[config.mk]
export PLATFORM = sky130hd
export DESIGN_NAME = mem_bus_fabric
export DESIGN_NICKNAME = d
export VERILOG_FILES = /design/src/rtl/mem_bus_fabric_pkg.sv /design/src/rtl/mem_bus_fabric_addr_decode.sv /design/src/rtl/mem_bus_fabric.sv
export SDC_FILE = /design/constraint.sdc
export NUM_CORES = 1
export LEC_CHECK = 0
export CAP_MARGIN = 5
export CORE_AREA = 3 3 123 125
export DETAILED_ROUTE_END_ITERATION = 10
export DIE_AREA = 0 0 126 128
export PLACE_DENSITY = 0.91
export SYNTH_ARGS = -nofsm -noshare
export SYNTH_HDL_FRONTEND = slang
export SYNTH_SLANG_ARGS = --single-unit
export TNS_END_PERCENT = 5
[constraint.sdc]
create_clock -name clk -period 3.8 [get_ports clk]
set_clock_uncertainty 0.2 [all_clocks]
set_input_delay 0.38 -clock clk [delete_from_list [all_inputs] [get_ports clk]]
set_output_delay 0.38 -clock clk [all_outputs]
set_load 0.1 [all_outputs]
[src/rtl/mem_bus_fabric_pkg.sv]
// ============================================================================
// Module   : bus_pkg
// Brief    : Shared constants, FSM encoding and helpers for the memory bus fabric.
// Revision : 1.0 - initial release
// ============================================================================
`default_nettype none

package bus_pkg;

  localparam int unsigned SEL_W_DEFAULT   = 4;
  localparam int unsigned TIMEOUT_DEFAULT = 255;

  // Fabric FSM encoding
  typedef logic [1:0] fabric_state_t;
  localparam logic [1:0] ST_IDLE   = 2'd0;
  localparam logic [1:0] ST_ACCESS = 2'd1;
  localparam logic [1:0] ST_RESP   = 2'd2;

  // Width needed to hold every value 0..timeout without wrapping.
  function automatic int unsigned cnt_width(input int unsigned timeout);
    return (timeout < 1) ? 1 : $clog2(timeout + 1);
  endfunction

endpackage

`default_nettype wire

[src/rtl/mem_bus_fabric_addr_decode.sv]
// ============================================================================
// Module   : bus_addr_decode
// Brief    : Maps the top address bits to a slave index and flags unmapped ones.
// Revision : 1.0 - initial release
// ============================================================================
`default_nettype none

module bus_addr_decode #(
  parameter int unsigned ADDR_W     = 32,
  parameter int unsigned SEL_W      = 4,
  parameter int unsigned NUM_SLAVES = 4
) (
  input  logic [ADDR_W-1:0] m_addr,
  output logic [SEL_W-1:0]  idx,
  output logic              mapped
);

  assign idx    = m_addr[ADDR_W-1 -: SEL_W];
  assign mapped = (32'(idx) < NUM_SLAVES);

endmodule

`default_nettype wire

[src/rtl/mem_bus_fabric.sv]
// ============================================================================
// Module   : mem_bus_fabric
// Brief    : Single-master req/ack bus fabric with address decode and timeout.
//            Optional error statistics counter: MEM_BUS_FABRIC_STATS_EN.
// Revision : 1.0 - initial release
// ============================================================================
`default_nettype none

module mem_bus_fabric
  import bus_pkg::*;
#(
  parameter int unsigned NUM_SLAVES = 4,
  parameter int unsigned ADDR_W     = 32,
  parameter int unsigned DATA_W     = 32,
  parameter int unsigned SEL_W      = SEL_W_DEFAULT,
  parameter int unsigned TIMEOUT    = TIMEOUT_DEFAULT
) (
  input  logic                         clk,
  input  logic                         rst_n,
  input  logic                         m_req,
  input  logic                         m_we,
  input  logic [ADDR_W-1:0]            m_addr,
  input  logic [DATA_W-1:0]            m_wdata,
  output logic [DATA_W-1:0]            m_rdata,
  output logic                         m_ack,
  output logic                         m_err,
  output logic [NUM_SLAVES-1:0]        s_req,
  output logic                         s_we,
  output logic [ADDR_W-1:0]            s_addr,
  output logic [DATA_W-1:0]            s_wdata,
  input  logic [NUM_SLAVES*DATA_W-1:0] s_rdata,
  input  logic [NUM_SLAVES-1:0]        s_ack,
  output logic [15:0]                  stat_err_count
);

  localparam int unsigned         CNT_W       = cnt_width(TIMEOUT);
  localparam logic [CNT_W-1:0]    CNT_TIMEOUT = CNT_W'(TIMEOUT);

  fabric_state_t           state_q,   state_d;
  logic [NUM_SLAVES-1:0]   s_req_q,   s_req_d;
  logic                    s_we_q,    s_we_d;
  logic [ADDR_W-1:0]       s_addr_q,  s_addr_d;
  logic [DATA_W-1:0]       s_wdata_q, s_wdata_d;
  logic [DATA_W-1:0]       m_rdata_q, m_rdata_d;
  logic                    m_ack_q,   m_ack_d;
  logic                    m_err_q,   m_err_d;
  logic [CNT_W-1:0]        cnt_q,     cnt_d;

  logic [SEL_W-1:0]        dec_idx;
  logic                    dec_mapped;
  logic                    sel_ack;
  logic [DATA_W-1:0]       sel_rdata;

  bus_addr_decode #(
    .ADDR_W     (ADDR_W),
    .SEL_W      (SEL_W),
    .NUM_SLAVES (NUM_SLAVES)
  ) u_addr_decode (
    .m_addr (m_addr),
    .idx    (dec_idx),
    .mapped (dec_mapped)
  );

  // s_req_q is one-hot, so it doubles as the ack/rdata select and masks
  // acks from every other slave.
  always_comb begin
    sel_ack   = 1'b0;
    sel_rdata = '0;
    for (int i = 0; i < int'(NUM_SLAVES); i++) begin
      if (s_req_q[i]) begin
        sel_ack   = sel_ack | s_ack[i];
        sel_rdata = sel_rdata | s_rdata[i*DATA_W +: DATA_W];
      end
    end
  end

  always_comb begin
    state_d   = state_q;
    s_req_d   = s_req_q;
    s_we_d    = s_we_q;
    s_addr_d  = s_addr_q;
    s_wdata_d = s_wdata_q;
    m_rdata_d = m_rdata_q;
    m_err_d   = m_err_q;
    m_ack_d   = 1'b0;
    cnt_d     = cnt_q;

    case (state_q)
      ST_IDLE: begin
        if (m_req) begin
          s_we_d    = m_we;
          s_addr_d  = m_addr;
          s_wdata_d = m_wdata;
          if (dec_mapped) begin
            for (int i = 0; i < int'(NUM_SLAVES); i++) begin
              s_req_d[i] = (dec_idx == SEL_W'(i));
            end
            cnt_d   = '0;
            state_d = ST_ACCESS;
          end else begin
            m_err_d   = 1'b1;
            m_rdata_d = '0;
            m_ack_d   = 1'b1;
            state_d   = ST_RESP;
          end
        end
      end

      ST_ACCESS: begin
        cnt_d = cnt_q + 1'b1;
        // An ack on the final counting edge takes priority over the timeout.
        if (sel_ack) begin
          m_rdata_d = sel_rdata;
          m_err_d   = 1'b0;
          s_req_d   = '0;
          m_ack_d   = 1'b1;
          state_d   = ST_RESP;
        end else if (cnt_d == CNT_TIMEOUT) begin
          m_rdata_d = '0;
          m_err_d   = 1'b1;
          s_req_d   = '0;
          m_ack_d   = 1'b1;
          state_d   = ST_RESP;
        end
      end

      ST_RESP: begin
        state_d = ST_IDLE;
      end

      default: begin
        state_d = ST_IDLE;
        s_req_d = '0;
      end
    endcase
  end

  always_ff @(posedge clk or negedge rst_n) begin
    if (!rst_n) begin
      state_q   <= ST_IDLE;
      s_req_q   <= '0;
      s_we_q    <= 1'b0;
      s_addr_q  <= '0;
      s_wdata_q <= '0;
      m_rdata_q <= '0;
      m_ack_q   <= 1'b0;
      m_err_q   <= 1'b0;
      cnt_q     <= '0;
    end else begin
      state_q   <= state_d;
      s_req_q   <= s_req_d;
      s_we_q    <= s_we_d;
      s_addr_q  <= s_addr_d;
      s_wdata_q <= s_wdata_d;
      m_rdata_q <= m_rdata_d;
      m_ack_q   <= m_ack_d;
      m_err_q   <= m_err_d;
      cnt_q     <= cnt_d;
    end
  end

  assign s_req   = s_req_q;
  assign s_we    = s_we_q;
  assign s_addr  = s_addr_q;
  assign s_wdata = s_wdata_q;
  assign m_rdata = m_rdata_q;
  assign m_ack   = m_ack_q;
  assign m_err   = m_err_q;

`ifdef MEM_BUS_FABRIC_STATS_EN
  logic [15:0] err_cnt_q, err_cnt_d;

  always_comb begin
    err_cnt_d = err_cnt_q;
    if ((state_q == ST_RESP) && m_err_q && (err_cnt_q != 16'hFFFF)) begin
      err_cnt_d = err_cnt_q + 16'd1;
    end
  end

  always_ff @(posedge clk or negedge rst_n) begin
    if (!rst_n) begin
      err_cnt_q <= 16'd0;
    end else begin
      err_cnt_q <= err_cnt_d;
    end
  end

  assign stat_err_count = err_cnt_q;
`else
  assign stat_err_count = 16'd0;
`endif

endmodule

`default_nettype wire
; After elaboration in Yosys (flattened, before gate mapping)
; Index checks and enable logic that the tools add are counted.
[totals]
reg_bits = 113
inputBits = 200
[op_classes]
addsub = 1
n_lt_le_gt_ge = 1
eq_ne = 10
n_mux = 36
bitwise_logic = 7
reduce_logical = 8
[ops]
columns = op, count
row1 = $mux 32, 8
row2 = $or 32x32->32, 3
row3 = $pmux 32 s2, 1
row4 = $mux 4, 4
row5 = $mux 8, 2
row6 = $pmux 8 s2, 1
row7 = $mux 1, 12
row8 = $pmux 4 s3, 1
row9 = $add 8x1->8 const B, 1
row10 = $eq 4x2->1 const B, 2
row11 = $eq 8x8->1 const B, 1
row12 = $mux 2, 4
row13 = $reduce_and 4->1, 2
row14 = $ne 2x2->1 const B, 3
row15 = $eq 4x1->1 const B, 1
row16 = $logic_not 4->1, 1
row17 = $lt 4x3->1 const B, 1
row18 = $pmux 1 s2, 2
row19 = $pmux 2 s2, 1
row20 = $reduce_and 2->1, 2
row21 = $ne 3x3->1 const B, 1
row22 = $or 1x1->1, 3
row23 = $reduce_and 3->1, 1
row24 = $eq 2x1->1 const B, 1
row25 = 4 further kinds, 4

; Logic depth before layout (Yosys ltp)
[depth]
word_depth = 9
depth_mapped = 7
ltp_nobuf = 6

; Modules after synthesis
; A second synthesis with hierarchy kept.
[unflattened]
cells_unflattened = 513
hier_area_um2 = 5651.7
[by_module_without_submodules]
columns = module, instances, cells_each, area_each_um2, seq_area_each_um2
row1 = mem_bus_fabric, 1, 508, 5617.9, 2827.7
row2 = bus_addr_decode, 1, 5, 33.8, 0.0

; Least setup slack after synthesis
; Ideal clock, no wire load.
[synth_path]
kind = register to register
start = register s_req_q[2] (netlist: s_req[2])
end = register m_rdata_q[19] (netlist: m_rdata[19])
setup_time_ps = 126
t_arrival_ps = 1978
slack_ps = 1496
stages_incl_launch_ff = 8
path_buffers = 2
cell_sequence = dfrtp_1 -> buf_2 -> a22o_1 -> o21ai_2 -> buf_2 -> a21oi_1 -> a21oi_1 -> o21ai_1
[synth_via]
elab_chain_cells = 5
elab_cells_between_ends = 10
classes_between = eq/ne (1) / mux (6) / bitwise (2) / reduce/logical (1)
[synth_rtl]
columns = item, line_no
row1 = from (decl), mem_bus_fabric.sv:40  ; logic [NUM_SLAVES-1:0] s_req_q, s_req_d;
row2 = from (signal assigned), mem_bus_fabric.sv:151  ; s_req_q <= s_req_d;
row3 = $mux 1 or $mux 32 (tied branches), mem_bus_fabric.sv:70  ; if (s_req_q[i]) begin
row4 = $or 1x1->1 or $or 32x32->32 (tied branches), "mem_bus_fabric.sv:71, mem_bus_fabric.sv:72"
row5 = $mux 1 or $mux 32 (tied branches), mem_bus_fabric.sv:70
row6 = $ne 3x3->1 (no line) or $mux 32 (tied branches), -
row7 = $reduce_and 4->1 (no line) or $pmux 32 s2 (tied branches), -
row8 = to (signal assigned), mem_bus_fabric.sv:155  ; m_rdata_q <= m_rdata_d;
row9 = to (decl), mem_bus_fabric.sv:44  ; logic [DATA_W-1:0] m_rdata_q, m_rdata_d;
; Parallel ways exist; a longest one is shown, timed or not.
; A chain may end at the register's enable or synchronous reset.

; Worst setup path after layout
[layout_path]
start = register cnt_q[0]
end = register m_rdata_q[27] (netlist: m_rdata[27])
[layout_via]
elab_chain_cells = 4
[layout_rtl]
columns = item, line_no
row1 = from (decl), mem_bus_fabric.sv:47  ; logic [CNT_W-1:0] cnt_q, cnt_d;
row2 = from (signal assigned), mem_bus_fabric.sv:158  ; cnt_q <= cnt_d;
row3 = $add 8x1->8, mem_bus_fabric.sv:110  ; cnt_d = cnt_q + 1'b1;
row4 = $eq 8x8->1, mem_bus_fabric.sv:118  ; end else if (cnt_d == CNT_TIMEOUT) begin
row5 = $ne 3x3->1 (no line), -
row6 = $reduce_and 4->1 (no line), -
; Every way passes these cells.

==> results.py <==
metrics = {
    "grt": {
        "grt_max_degree": 69,
        "antenna_found_initial": 0,
        "grt_pass1_wl_mm": 30.58,
        "grt_use_total": 0.2424,
        "first_global_vias": 5558,
        "grt.overflow.total": 0,
    },
    "synth": {
        "postSynth.asyncResetShare": 1.000,
        "synth.distinct_cells": 42,
        "synth_xor_area_frac": 0.002935,
        "synth_top_family_by_area": "compound AO/OA/AOI/OAI gates",
        "synth_fa_ha_area_frac": 0.004515,
        "synth_compound_area_frac": 0.2235,
        "synth_edf_count": 0,
        "synth_area_mm2": 0.005543,
        "synth.area.mux_share": 0.1321,
        "yosys_warnings": 0,
        "ys.flop_type": "dfrtp_1",
        "synthTopCellsByArea": "dfrtp_1 (51%), mux2_2 (13%), a22oi_1 (8.7%)",
        "seq_area_frac_synth": 0.5102,
        "synth-seq-cells": 113,
        "synth-simple-area-share": 0.06840,
        "yosys.area.top_type": "dfrtp_1",
        "yosys.area.top_type_share": 0.5102,
        "syn_area_per_cell_um2": 10.98,
        "synthCells": 505,
    },
    "timing": {
        "setup_violations": 0,
        "maxSlewViolCount": 0,
        "tns_ns": 0,
        "fmax_mhz": 372.7,
        "timing.slew.headroom": 0.2858,
        "period_share": 0.7060,
        "hold_violations": 0,
        "post-route-min-period_ns": 2.683,
        "rsz0062_at_grt": "false",
        "tightest_slew_ns": 1.068,
    },
    "worst_setup_path": {
        "crit_type": "reg2reg",
        "critical_path_buf_inv_count": 0,
        "cp_slowest_stage_delay_ns": 0.74,
        "end_kind": "flip-flop",
        "critPathTopFamily": "simple AND/OR/NAND/NOR gates",
        "worstPathArrival_ns": 2.72,
        "path_max_fanout": 33,
        "path_cells": "ha_1, nand3_2, xnor2_2, nand4_4, nor2_4, o21ai_0",
        "cp_slowest_cell": "nor2_4",
        "worstPathRequired_ns": 3.84,
        "worst_setup_path_start_kind": "flip-flop",
    },
    "die": {
        "row_count": 43,
        "core_mm2": 0.01399,
        "dieArea_mm2": 0.01613,
        "io_pins": 319,
        "die_h_um": 128,
        "initial_core_util": 0.3962,
        "fp.dieW_um": 126,
    },
    "layout": {
        "nets": 1003,
        "final_layout_size_suffix_gt1_frac": 0.1646,
        "filler_cell_count": 1032,
        "multiInputGateArea_mm2": 0.002461,
        "area_growth_pct": 67.58,
        "seq_area_mm2": 0.002828,
    },
    "clock_network": {
        "root_buffer": "clkbuf_16",
        "hold_buffers": 1,
        "clkTransAtPathRegs_ns": 0.05,
        "cts.sinks": 113,
        "post_cts_resized": 0,
        "cts_setup_buffers": 0,
        "worstSkewPairLatency_ns": 0.41,
        "clock_path_buffers": 2,
        "cts_buffers": 17,
        "cts-htree-levels": 4,
        "cts_tree": "built",
    },
    "status": {
        "status": "finished, final reports clean",
    },
    "detailed_routing": {
        "first_pass_iters": 4,
        "wirelength_mm": 20.14,
        "vias_per_cell": 5.343,
        "initialDrtViolationCount": 272,
        "drc": 0,
        "vias": 5316,
        "ant_nets": 0,
        "drt-wirelength-per-cell_um": 20.24,
    },
    "place": {
        "hpwl_mm": 14.69,
        "io_buffers": 302,
        "place_congestion": 0.8708,
    },
    "worst_hold_path": {
        "hold_class": "reg2reg",
    },
    "job": {
        "max_cap_viol_count": 0,
    },
}
[placed cells by master, fill, tap and decap left out, drive strengths merged, types with 16 or more instances in the layout]
master,Yosys,final
nand2,45,45
mux2,65,65
conb,1,16
a22oi,64,64
o21ai,48,48
dfrtp,113,113
clkdlybuf4s50,0,297
buf,34,17
a21oi,68,68
clkbuf,19,22
[synth_stat cells (2+ instances only)]
cell type,instances
a21oi_1,68
a22o_1,4
a22oi_1,64
a31oi_1,3
a41o_1,2
and3_1,2
buf_2,10
buf_4,21
buf_6,3
clkbuf_1,19
dfrtp_1,113
ha_1,2
inv_1,2
mux2_2,65
nand2_1,45
nand3_1,3
nand4_1,3
nor2_1,4
nor2_4,2
nor2b_1,2
o2111ai_1,2
o21ai_0,15
o21ai_1,22
o21ai_2,11
[cell type report]
class                           instances  share of cell area
Sequential cell                       113              0.3044
Clock inverter                         10             0.01940
Clock buffer                           22             0.05105
Inverter                                2           0.0008082
Antenna cell                            1           0.0002694
Tap cell                              180             0.02425
Multi-Input combinational cell        352              0.2650
Timing Repair Buffer                  315              0.3349
[registers in the layout, indices dropped and copies added, names as in the netlist, 2 cells and up]
signal,flops
cnt_q,8
s_wdata,32
s_addr,32
m_rdata,32
state_q,2
s_req,4
[worst paths after layout]
check | depth (start not counted) | slack (ns) | end | startpoint
setup / recovery | 6 | 1.12 | m_rdata[27] | cnt_q[0]
hold / removal | 1 | 0.30 | s_addr[14] | s_addr[14]
setup reg to reg | 6 | 1.12 | m_rdata[27] | cnt_q[0]
hold reg to reg | 1 | 0.30 | s_addr[14] | s_addr[14]
max in group asynchronous | 3 | 2.16 | s_req[3] | rst_n
min in group asynchronous | 2 | 0.31 | m_rdata[27] | rst_n
[cells by family after synthesis]
| group | count (synthesis) |
|---|---|
| other | 1 |
| multiplexers | 65 |
| AND/OR/NAND/NOR | 72 |
| AO/OA/AOI/OAI | 196 |
| adder cells (fa/ha/maj) | 2 |
| XOR/XNOR | 1 |
| buffers and inverters | 55 |
| flip-flops | 113 |
[layer usage]
metal  vias to the layer above  global-route usage  wire length [um]
li1                       2435                   -                 -
met1                      2571              0.2841              7811
met2                       277              0.4153              9935
met3                        33             0.08875              1966
met4                         0             0.07760               422
met5                         -                   0                 0
[through the flow]
step                  util  cells  area [um2]  setup WS (ns)  hold slack (ns)
finish              0.6640    995        9289          1.117           0.3024
global route        0.6639    994        9286         0.8797           0.3129
CTS                 0.6639    994        9286          1.081           0.3066
detailed placement  0.6164    961        8622          1.152           0.2027
global placement    0.6164    961        8622          1.219           0.2076
floorplan                -    520        5599          1.496          -0.1156
Power is not shown: default switching activity piles up to over one toggle a cycle in this logic, so the estimate is an artifact.
